## config.mk

```make
export PLATFORM = sky130hd
export DESIGN_NAME = pll_reset_seq
export DESIGN_NICKNAME = d
export VERILOG_FILES = /design/src/rtl/pll_reset_seq.sv
export SDC_FILE = /design/constraint.sdc
export NUM_CORES = 1
export LEC_CHECK = 0
export CELL_PAD_IN_SITES_DETAIL_PLACEMENT = 1
export CELL_PAD_IN_SITES_GLOBAL_PLACEMENT = 1
export CORE_MARGIN = 4
export CORE_UTILIZATION = 38
export CTS_CLUSTER_DIAMETER = 200
export DETAILED_ROUTE_END_ITERATION = 8
export GPL_TIMING_DRIVEN = 0
export PLACE_DENSITY_LB_ADDON = 0.1
export SKIP_CTS_REPAIR_TIMING = 1
export SLEW_MARGIN = 20
export SYNTH_ARGS = -nofsm -noshare
export SYNTH_HDL_FRONTEND = slang
export SYNTH_SLANG_ARGS = --single-unit
```

## constraint.sdc

```tcl
create_clock -name clkin -period 2 [get_ports clkin]
set_clock_uncertainty 0.2 [all_clocks]
set_input_delay 0.4 -clock clkin [delete_from_list [all_inputs] [get_ports clkin]]
set_output_delay 0.4 -clock clkin [all_outputs]
set_load 0.02 [all_outputs]
```

## src/rtl/pll_reset_seq.sv

```systemverilog
// pll_reset_seq: power-up and lock-supervision sequencer for the pixel-clock PLL.
// Runs entirely in the free-running reference clock domain (clkin).
//
// Ports:
//   clkin       in   reference clock, sole clock of this block
//   rst_n       in   synchronous active-low reset
//   locked      in   raw PLL LOCK, asynchronous to clkin
//   relock_req  in   single-cycle request to restart the sequence
//   pll_rst     out  PLL RST, active high (PLL needs PLLRST_ENA)
//   sys_rst_n   out  active-low video datapath reset, high only in RUN
//   fail        out  retries exhausted, sequencer parked in FAIL
//   state       out  current state (RESET=0 WAIT_LOCK=1 STABLE=2 RUN=3 FAIL=4)
//   loss_cnt    out  saturating count of lock losses seen in RUN
//
// Parameter constraints: RST_CYCLES >= 2, LOCK_TIMEOUT >= 2, STABLE_CYCLES >= 1.
module pll_reset_seq #(
  parameter int unsigned RST_CYCLES    = 16,
  parameter int unsigned LOCK_TIMEOUT  = 65536,
  parameter int unsigned STABLE_CYCLES = 1024,
  parameter int unsigned MAX_RETRIES   = 4,
  parameter int unsigned LOSS_W        = 8
) (
  input  logic              clkin,
  input  logic              rst_n,
  input  logic              locked,
  input  logic              relock_req,
  output logic              pll_rst,
  output logic              sys_rst_n,
  output logic              fail,
  output logic [2:0]        state,
  output logic [LOSS_W-1:0] loss_cnt
);

  // Shared timer is sized for the longest of the three intervals.
  localparam int unsigned MAX_RW  = (RST_CYCLES > LOCK_TIMEOUT) ? RST_CYCLES : LOCK_TIMEOUT;
  localparam int unsigned MAX_CYC = (MAX_RW > STABLE_CYCLES) ? MAX_RW : STABLE_CYCLES;
  localparam int unsigned TIMER_W = ($clog2(MAX_CYC) < 1) ? 1 : $clog2(MAX_CYC);
  localparam int unsigned RETRY_W = ($clog2(MAX_RETRIES + 1) < 1) ? 1 : $clog2(MAX_RETRIES + 1);

  localparam logic [TIMER_W-1:0] RST_LAST    = TIMER_W'(RST_CYCLES - 1);
  localparam logic [TIMER_W-1:0] LOCK_LAST   = TIMER_W'(LOCK_TIMEOUT - 1);
  localparam logic [TIMER_W-1:0] STABLE_LAST = TIMER_W'(STABLE_CYCLES - 1);
  localparam logic [RETRY_W-1:0] RETRY_MAX   = RETRY_W'(MAX_RETRIES);
  localparam logic [LOSS_W-1:0]  LOSS_MAX    = {LOSS_W{1'b1}};

  typedef enum logic [2:0] {
    ST_RESET     = 3'd0,
    ST_WAIT_LOCK = 3'd1,
    ST_STABLE    = 3'd2,
    ST_RUN       = 3'd3,
    ST_FAIL      = 3'd4
  } state_e;

  state_e               state_q, state_d;
  logic [TIMER_W-1:0]   timer_q, timer_d;
  logic [RETRY_W-1:0]   retry_q, retry_d;
  logic [LOSS_W-1:0]    loss_q, loss_d;
  logic                 sync1_q, locked_s_q;
  logic                 pll_rst_q, pll_rst_d;
  logic                 sys_rst_n_q, sys_rst_n_d;
  logic                 fail_q, fail_d;

  // Next-state, counter and output decode; outputs are decoded from state_d
  // so they register on the same edge as the transition.
  always_comb begin
    state_d     = state_q;
    timer_d     = timer_q + TIMER_W'(1);
    retry_d     = retry_q;
    loss_d      = loss_q;
    pll_rst_d   = 1'b1;
    sys_rst_n_d = 1'b0;
    fail_d      = 1'b0;

    if (relock_req) begin
      state_d = ST_RESET;
      retry_d = '0;
    end else begin
      unique case (state_q)
        ST_RESET: begin
          if (timer_q == RST_LAST) state_d = ST_WAIT_LOCK;
        end
        ST_WAIT_LOCK: begin
          // A lock seen on the timeout cycle still wins.
          if (locked_s_q) begin
            state_d = ST_STABLE;
          end else if (timer_q == LOCK_LAST) begin
            if (retry_q == RETRY_MAX) begin
              state_d = ST_FAIL;
            end else begin
              retry_d = retry_q + RETRY_W'(1);
              state_d = ST_RESET;
            end
          end
        end
        ST_STABLE: begin
          // Lock loss on the final cycle still wins over entry to RUN.
          if (!locked_s_q) begin
            state_d = ST_WAIT_LOCK;
          end else if (timer_q == STABLE_LAST) begin
            state_d = ST_RUN;
            retry_d = '0;
          end
        end
        ST_RUN: begin
          if (!locked_s_q) begin
            state_d = ST_RESET;
            if (loss_q != LOSS_MAX) loss_d = loss_q + LOSS_W'(1);
          end
        end
        ST_FAIL: begin
          state_d = ST_FAIL;
        end
        default: begin
          state_d = ST_RESET;
        end
      endcase
    end

    // Timer restarts on every state change (and on relock); it is idle in
    // RUN and FAIL where no interval is being measured.
    if (relock_req || (state_d != state_q)) begin
      timer_d = '0;
    end else if ((state_q == ST_RUN) || (state_q == ST_FAIL)) begin
      timer_d = timer_q;
    end

    pll_rst_d   = (state_d == ST_RESET) || (state_d == ST_FAIL);
    sys_rst_n_d = (state_d == ST_RUN);
    fail_d      = (state_d == ST_FAIL);
  end

  // State, counters, lock synchronizer and registered outputs.
  always_ff @(posedge clkin) begin
    if (!rst_n) begin
      state_q     <= ST_RESET;
      timer_q     <= '0;
      retry_q     <= '0;
      loss_q      <= '0;
      sync1_q     <= 1'b0;
      locked_s_q  <= 1'b0;
      pll_rst_q   <= 1'b1;
      sys_rst_n_q <= 1'b0;
      fail_q      <= 1'b0;
    end else begin
      state_q     <= state_d;
      timer_q     <= timer_d;
      retry_q     <= retry_d;
      loss_q      <= loss_d;
      sync1_q     <= locked;
      locked_s_q  <= sync1_q;
      pll_rst_q   <= pll_rst_d;
      sys_rst_n_q <= sys_rst_n_d;
      fail_q      <= fail_d;
    end
  end

  assign pll_rst   = pll_rst_q;
  assign sys_rst_n = sys_rst_n_q;
  assign fail      = fail_q;
  assign state     = state_q;
  assign loss_cnt  = loss_q;

endmodule

```

Word-level counts from Yosys, hierarchy flattened
Index checks and enable logic that the tools add are counted.
{"block": "op_classes", "mux": 15, "addsub": 3, "mul": 0, "n_lt_le_gt_ge": 0, "reduce_logical": 10, "n_eq_ne": 17, "n_bitwise": 3, "shifts": 0, "div_mod_pow": 0}
{"operator": "$mux 3", "n": 13}
{"operator": "$add 16x1->16 const B", "n": 1}
{"operator": "$eq 16x10->1 const B", "n": 1}
{"operator": "$eq 16x16->1 const B", "n": 1}
{"operator": "$eq 16x4->1 const B", "n": 1}
{"operator": "$pmux 3 s5", "n": 1}
{"operator": "$ne 2x2->1 const B", "n": 5}
{"operator": "$eq 3x2->1 const B", "n": 3}
{"operator": "$eq 3x3->1 const B", "n": 3}
{"operator": "$add 8x1->8 const B", "n": 1}
{"operator": "$ne 8x8->1 const B", "n": 1}
{"operator": "$logic_not 3->1", "n": 2}
{"operator": "$pmux 3 s2", "n": 1}
{"operator": "$reduce_and 6->1", "n": 1}
{"operator": "$reduce_and 4->1", "n": 1}
{"operator": "$reduce_or 2->1", "n": 2}
{"operator": "$add 3x1->3 const B", "n": 1}
{"operator": "$eq 3x1->1 const B", "n": 1}
{"operator": "$logic_or 1x1->1", "n": 3}
{"operator": "$ne 3x3->1", "n": 1}
{"operator": "$not 1->1", "n": 3}
{"operator": "$reduce_bool 2->1", "n": 1}
{"block": "totals", "out_inout_bits": 14, "ramBits": 0, "memories": 0, "elab_cells": 57, "inputBits": 4, "ff_bits": 35, "mem_bits_ro": 0, "latchBits": 0}

Logic depth before layout (Yosys ltp)
Gate-level depths: netlist of the first run.
{"block": "depth", "ltp_word": 9, "mapped_depth": 7}

Worst setup path before layout of the first run
Ideal clock, no wire load.
{"block": "synth_timing", "path_type": "flip-flop to flip-flop", "startpoint": "register timer_q[0]", "endpoint": "register timer_q[10]", "period_less_slack_ps": 2104, "slack_ps": -104, "required_ps": 1734, "n_path_buf": 1, "path_stages_with_launch": 8, "arrival_time_ps": 1838, "cell_sequence": "dfxtp_1 -> ha_1 -> and3_1 -> and3_1 -> a31oi_1 -> a2111o_1 -> buf_6 -> a21oi_2"}
{"block": "synth_between", "elab_chain_len": 8, "word_cells_on_any_way": 14, "cone_classes": "1 x add/sub; 4 x eq/ne; 7 x mux; 2 x reduce/logical"}
{"item": "start, declared", "line": "55", "source": "logic [TIMER_W-1:0] timer_q, timer_d;"}
{"item": "start signal, assigned", "line": "146", "source": "timer_q <= timer_d;"}
{"item": "$eq 16x10->1 or $eq 16x16->1 (tied branches)", "line": "99, 86"}
{"item": "$mux 3, on equally long branches", "line": "99, 86"}
{"item": "$mux 3, on equally long branches", "line": "97, 84"}
{"item": "$pmux 3 s5", "line": "78", "source": "unique case (state_q)"}
{"item": "$mux 3", "line": "74", "source": "if (relock_req) begin"}
{"item": "$ne 3x3->1", "line": "121", "source": "if (relock_req || (state_d != state_q)) begin"}
{"item": "$logic_or 1x1->1", "line": "121"}
{"item": "$reduce_or 2->1 (no source line)"}
Parallel ways exist; a longest one is shown, timed or not.
A chain may end at the register's enable or synchronous reset.

Worst setup path after layout of the first run
{"block": "layout_timing", "startpoint": "register timer_q[4]", "endpoint": "register timer_q[7]"}
The elaborated chain is that of the path after synthesis.

==> flow_summary_export.csv, run 1 <==
group,metric,value,unit
finish,area_growth,30.3,%
power_and_ir_drop,power_density,541,nW/um2
grt,grt_antenna_before_repair,0,
yosys,synth_edf_count,0,
floorplan,num_rows,24,
grt,grt_pass1_vias,1653,
finish,antennaDiodeCount,0,
flow_run,drv_cap,0,
yosys,syn_inst,194,
timing,fin_crit,2.22,ns
timing,setup_viol,16,
route,drc,0,
worst_setup_path,cp-start-kind,"register",
yosys,syn_avg_cell_area,9.07,um2
grt,grt_pass1_wl,7.64,mm
timing,slew_violations,0,
route,drtPass1Iterations,4,
route,drtIter0Drc,134,
clock_tree,htree_levels,2,
yosys,synth_nets,202,
worst_setup_path,critical_path_class,"register to register",
power_and_ir_drop,ir_drop,0.284,mV
worst_setup_path,reg2reg_from,"timer_q[4]$_SDFFE_PP0N_",
finish,fin_util,0.520,
worst_hold_path,min_path_type,"register to register",
run_status,outcome,"finished, violations left",
timing,setup_slack,-0.215,ns
floorplan,die_h,76.1,um
worst_setup_path,r2r_end,"timer_q[7]$_SDFFE_PP0N_",
power_and_ir_drop,p_leak,0.000844,uW
clock_tree,clockBufferDepth,2,
worst_setup_path,arrival,2.23,ns
placement,dp_slack,-0.811,ns
clock_tree,cts_made_buffers,5,
timing,final.setup.tns,-3.20,ns
route,vias,1564,
route,met1_length,2.15,mm
timing,rsz0062_at_grt,"yes",
floorplan,boundaryPins,18,
worst_setup_path,reg2reg_depth,6,
yosys,syn-cell-area,1760,um2
worst_setup_path,crit_start,"timer_q[4]$_SDFFE_PP0N_",
grt,grt-ovfl-total,0,
worst_setup_path,crit_end,"timer_q[7]$_SDFFE_PP0N_",
route,met2_length,2.36,mm
yosys,ys_types,42,
route,ant_nets,0,
yosys,synth_seq_cells,35,
run_status,failed_checks,"negative setup slack",
clock_tree,path_clk_slew,0.07,ns
timing,final-hold-violation-count,0,
route,wl_per_cell,16.6,um
timing,maxSlewHeadroom,0.655,
grt,grt_max_degree,11,
yosys,async_flop_share,0,
floorplan,die_area,5790,um2
route,viasPerCell,5.57,
worst_setup_path,r2r_slack,-0.22,ns
worst_setup_path,endpoint_kind,"register",
route,route.met3.wl,129,um
finish,drive_gt1_frac,0.262,
worst_setup_path,worstPathRequired,2.02,ns
placement,post-dp-hpwl,3.38,mm
grt,grt_usage,0.156,
yosys,synth-warning-count,0,
finish,final_nets,236,
route,highest_layer,"met4",
floorplan,core_area,4410,um2
finish,fillers,519,
placement,portBuffers,17,
clock_tree,cts-root-buf,"clkbuf_8",
floorplan,start_util,0.399,
timing,max_freq,451,MHz
yosys,ys.flop_type,"dfxtp_1",
placement,gp_congestion,0.852,
timing,tightestPinTransition,0.516,ns
yosys,synth-seq-area-share,0.398,
clock_tree,clk_latency,0.28,ns
floorplan,die_w,76.1,um
worst_setup_path,worstPathMaxFanout,5,
clock_tree,cts_tree,"built",
route,finalWirelength,4.67,mm
clock_tree,numClockSinks,35,
timing,period_share,1.11,
[synth_stat cells, drive strengths merged (4+ instances only)]
cell,n,area share
xor2,13,0.065
buf,4,0.016
ha,4,0.028
and2,10,0.036
xnor2,9,0.045
dfxtp,35,0.40
nand2,13,0.028
a21oi,24,0.090
nor2,8,0.017
inv,4,0.0085
clkbuf,4,0.0085
and3,7,0.025
nand4,13,0.046
nand3,8,0.023
[flip-flops by register name (all words and copies together), names as in the netlist]
signal      count
timer_q        16
sys_rst_n       1
pll_rst         1
state           3
loss_cnt        8
locked_s_q      1
retry_q         3
fail            1
sync1_q         1
[logic make-up after synthesis]
| logic type | count (synthesis) | synth area share |
|---|---|---|
| mux | 2 | 0.0114 |
| compound gates | 36 | 0.144 |
| flops | 35 | 0.398 |
| simple gates | 83 | 0.275 |
| xor+xnor | 22 | 0.109 |
| buf+inv | 12 | 0.0334 |
| fa+ha+maj | 4 | 0.0284 |
[cell usage in the layout, fill, tap and decap left out, types with 3 or more instances in the layout]
cell / synthesis / routed
dfxtp_1: 35 / 27
a21oi_2: 10 / 16
nand2_1: 13 / 13
nand4_1: 13 / 13
xor2_1: 13 / 13
clkdlybuf4s50_1: 0 / 13
and2_1: 10 / 10
xnor2_1: 9 / 9
a21oi_1: 14 / 8
nand3_1: 8 / 8
buf_4: 1 / 8
nor2_1: 8 / 7
dfxtp_2: 0 / 7
buf_6: 1 / 6
clkbuf_8: 0 / 5
inv_1: 4 / 4
clkbuf_1: 4 / 4
and3_1: 7 / 4
dlymetal6s2s_1: 0 / 4
nand2b_1: 3 / 3
nor2b_1: 3 / 3
and4_1: 3 / 3
ha_1: 4 / 3
[worst min-delay path by stage]
stage,startpoint,to,slack (ns),cells past startpoint
global route,sync1_q$_SDFF_PN0_,locked_s_q$_SDFF_PN0_,0.28,1
finish,sync1_q$_SDFF_PN0_,locked_s_q$_SDFF_PN0_,0.25,1
floorplan,sync1_q$_SDFF_PN0_,locked_s_q$_SDFF_PN0_,0.21,1
CTS,sync1_q$_SDFF_PN0_,locked_s_q$_SDFF_PN0_,0.26,1
detailed placement,sync1_q$_SDFF_PN0_,locked_s_q$_SDFF_PN0_,0.24,1
global placement,sync1_q$_SDFF_PN0_,locked_s_q$_SDFF_PN0_,0.22,1
[cell type report]
type | count | area, um2 | share of cell area
Multi-Input combinational cell | 147 | 1090 | 0.477
Timing Repair Buffer | 27 | 267 | 0.116
Clock inverter | 1 | 5.00 | 0.00218
Sequential cell | 35 | 713 | 0.311
Buffer | 8 | 58.8 | 0.0256
Inverter | 4 | 15.0 | 0.00654
Clock buffer | 7 | 76.3 | 0.0333
Tap cell | 52 | 65.1 | 0.0284
[report_power, final]
part           leakage (uW)  total, uW  internal (uW)  switching [uW]
Sequential         0.000287        704            699            4.52
Combinational      0.000515       50.1           22.9            27.2
Clock             0.0000422        488            244             243
[layer usage]
| layer | up-vias | global-route usage |
|---|---|---|
| met1 | 772 | 0.190 |
| met5 | - | 0 |
| met3 | 9 | 0.0378 |
| met2 | 19 | 0.271 |
| met4 | 0 | 0.0402 |
| li1 | 764 | - |
[worst max-delay path, cell delays in order, from the launching register on]
cell	delay (ns)
dfxtp_4	0.36
or4_4	0.55
nor2_4	0.15
a31oi_2	0.11
a2111o_1	0.48
buf_6	0.18
a21oi_2	0.11
[per-stage QoR]
step	hold WS [ns]	area, um2	power, uW	cells
after global routing	0.282	2290	1300	281
after CTS	0.260	2100	1250	271
after detailed placement	0.243	2020	758	263
final	0.252	2290	1240	281
after floorplan	0.212	1780	742	194
after global placement	0.220	2020	756	263
No activity file was read; power rests on OpenSTA's default activity.
==> inputs of run 2 (changes only) <==
- ABC_CLOCK_PERIOD_IN_PS: unset -> 2000
==> results of run 2 <==
Final layout, timing and power as in run 1 (identical DEF).
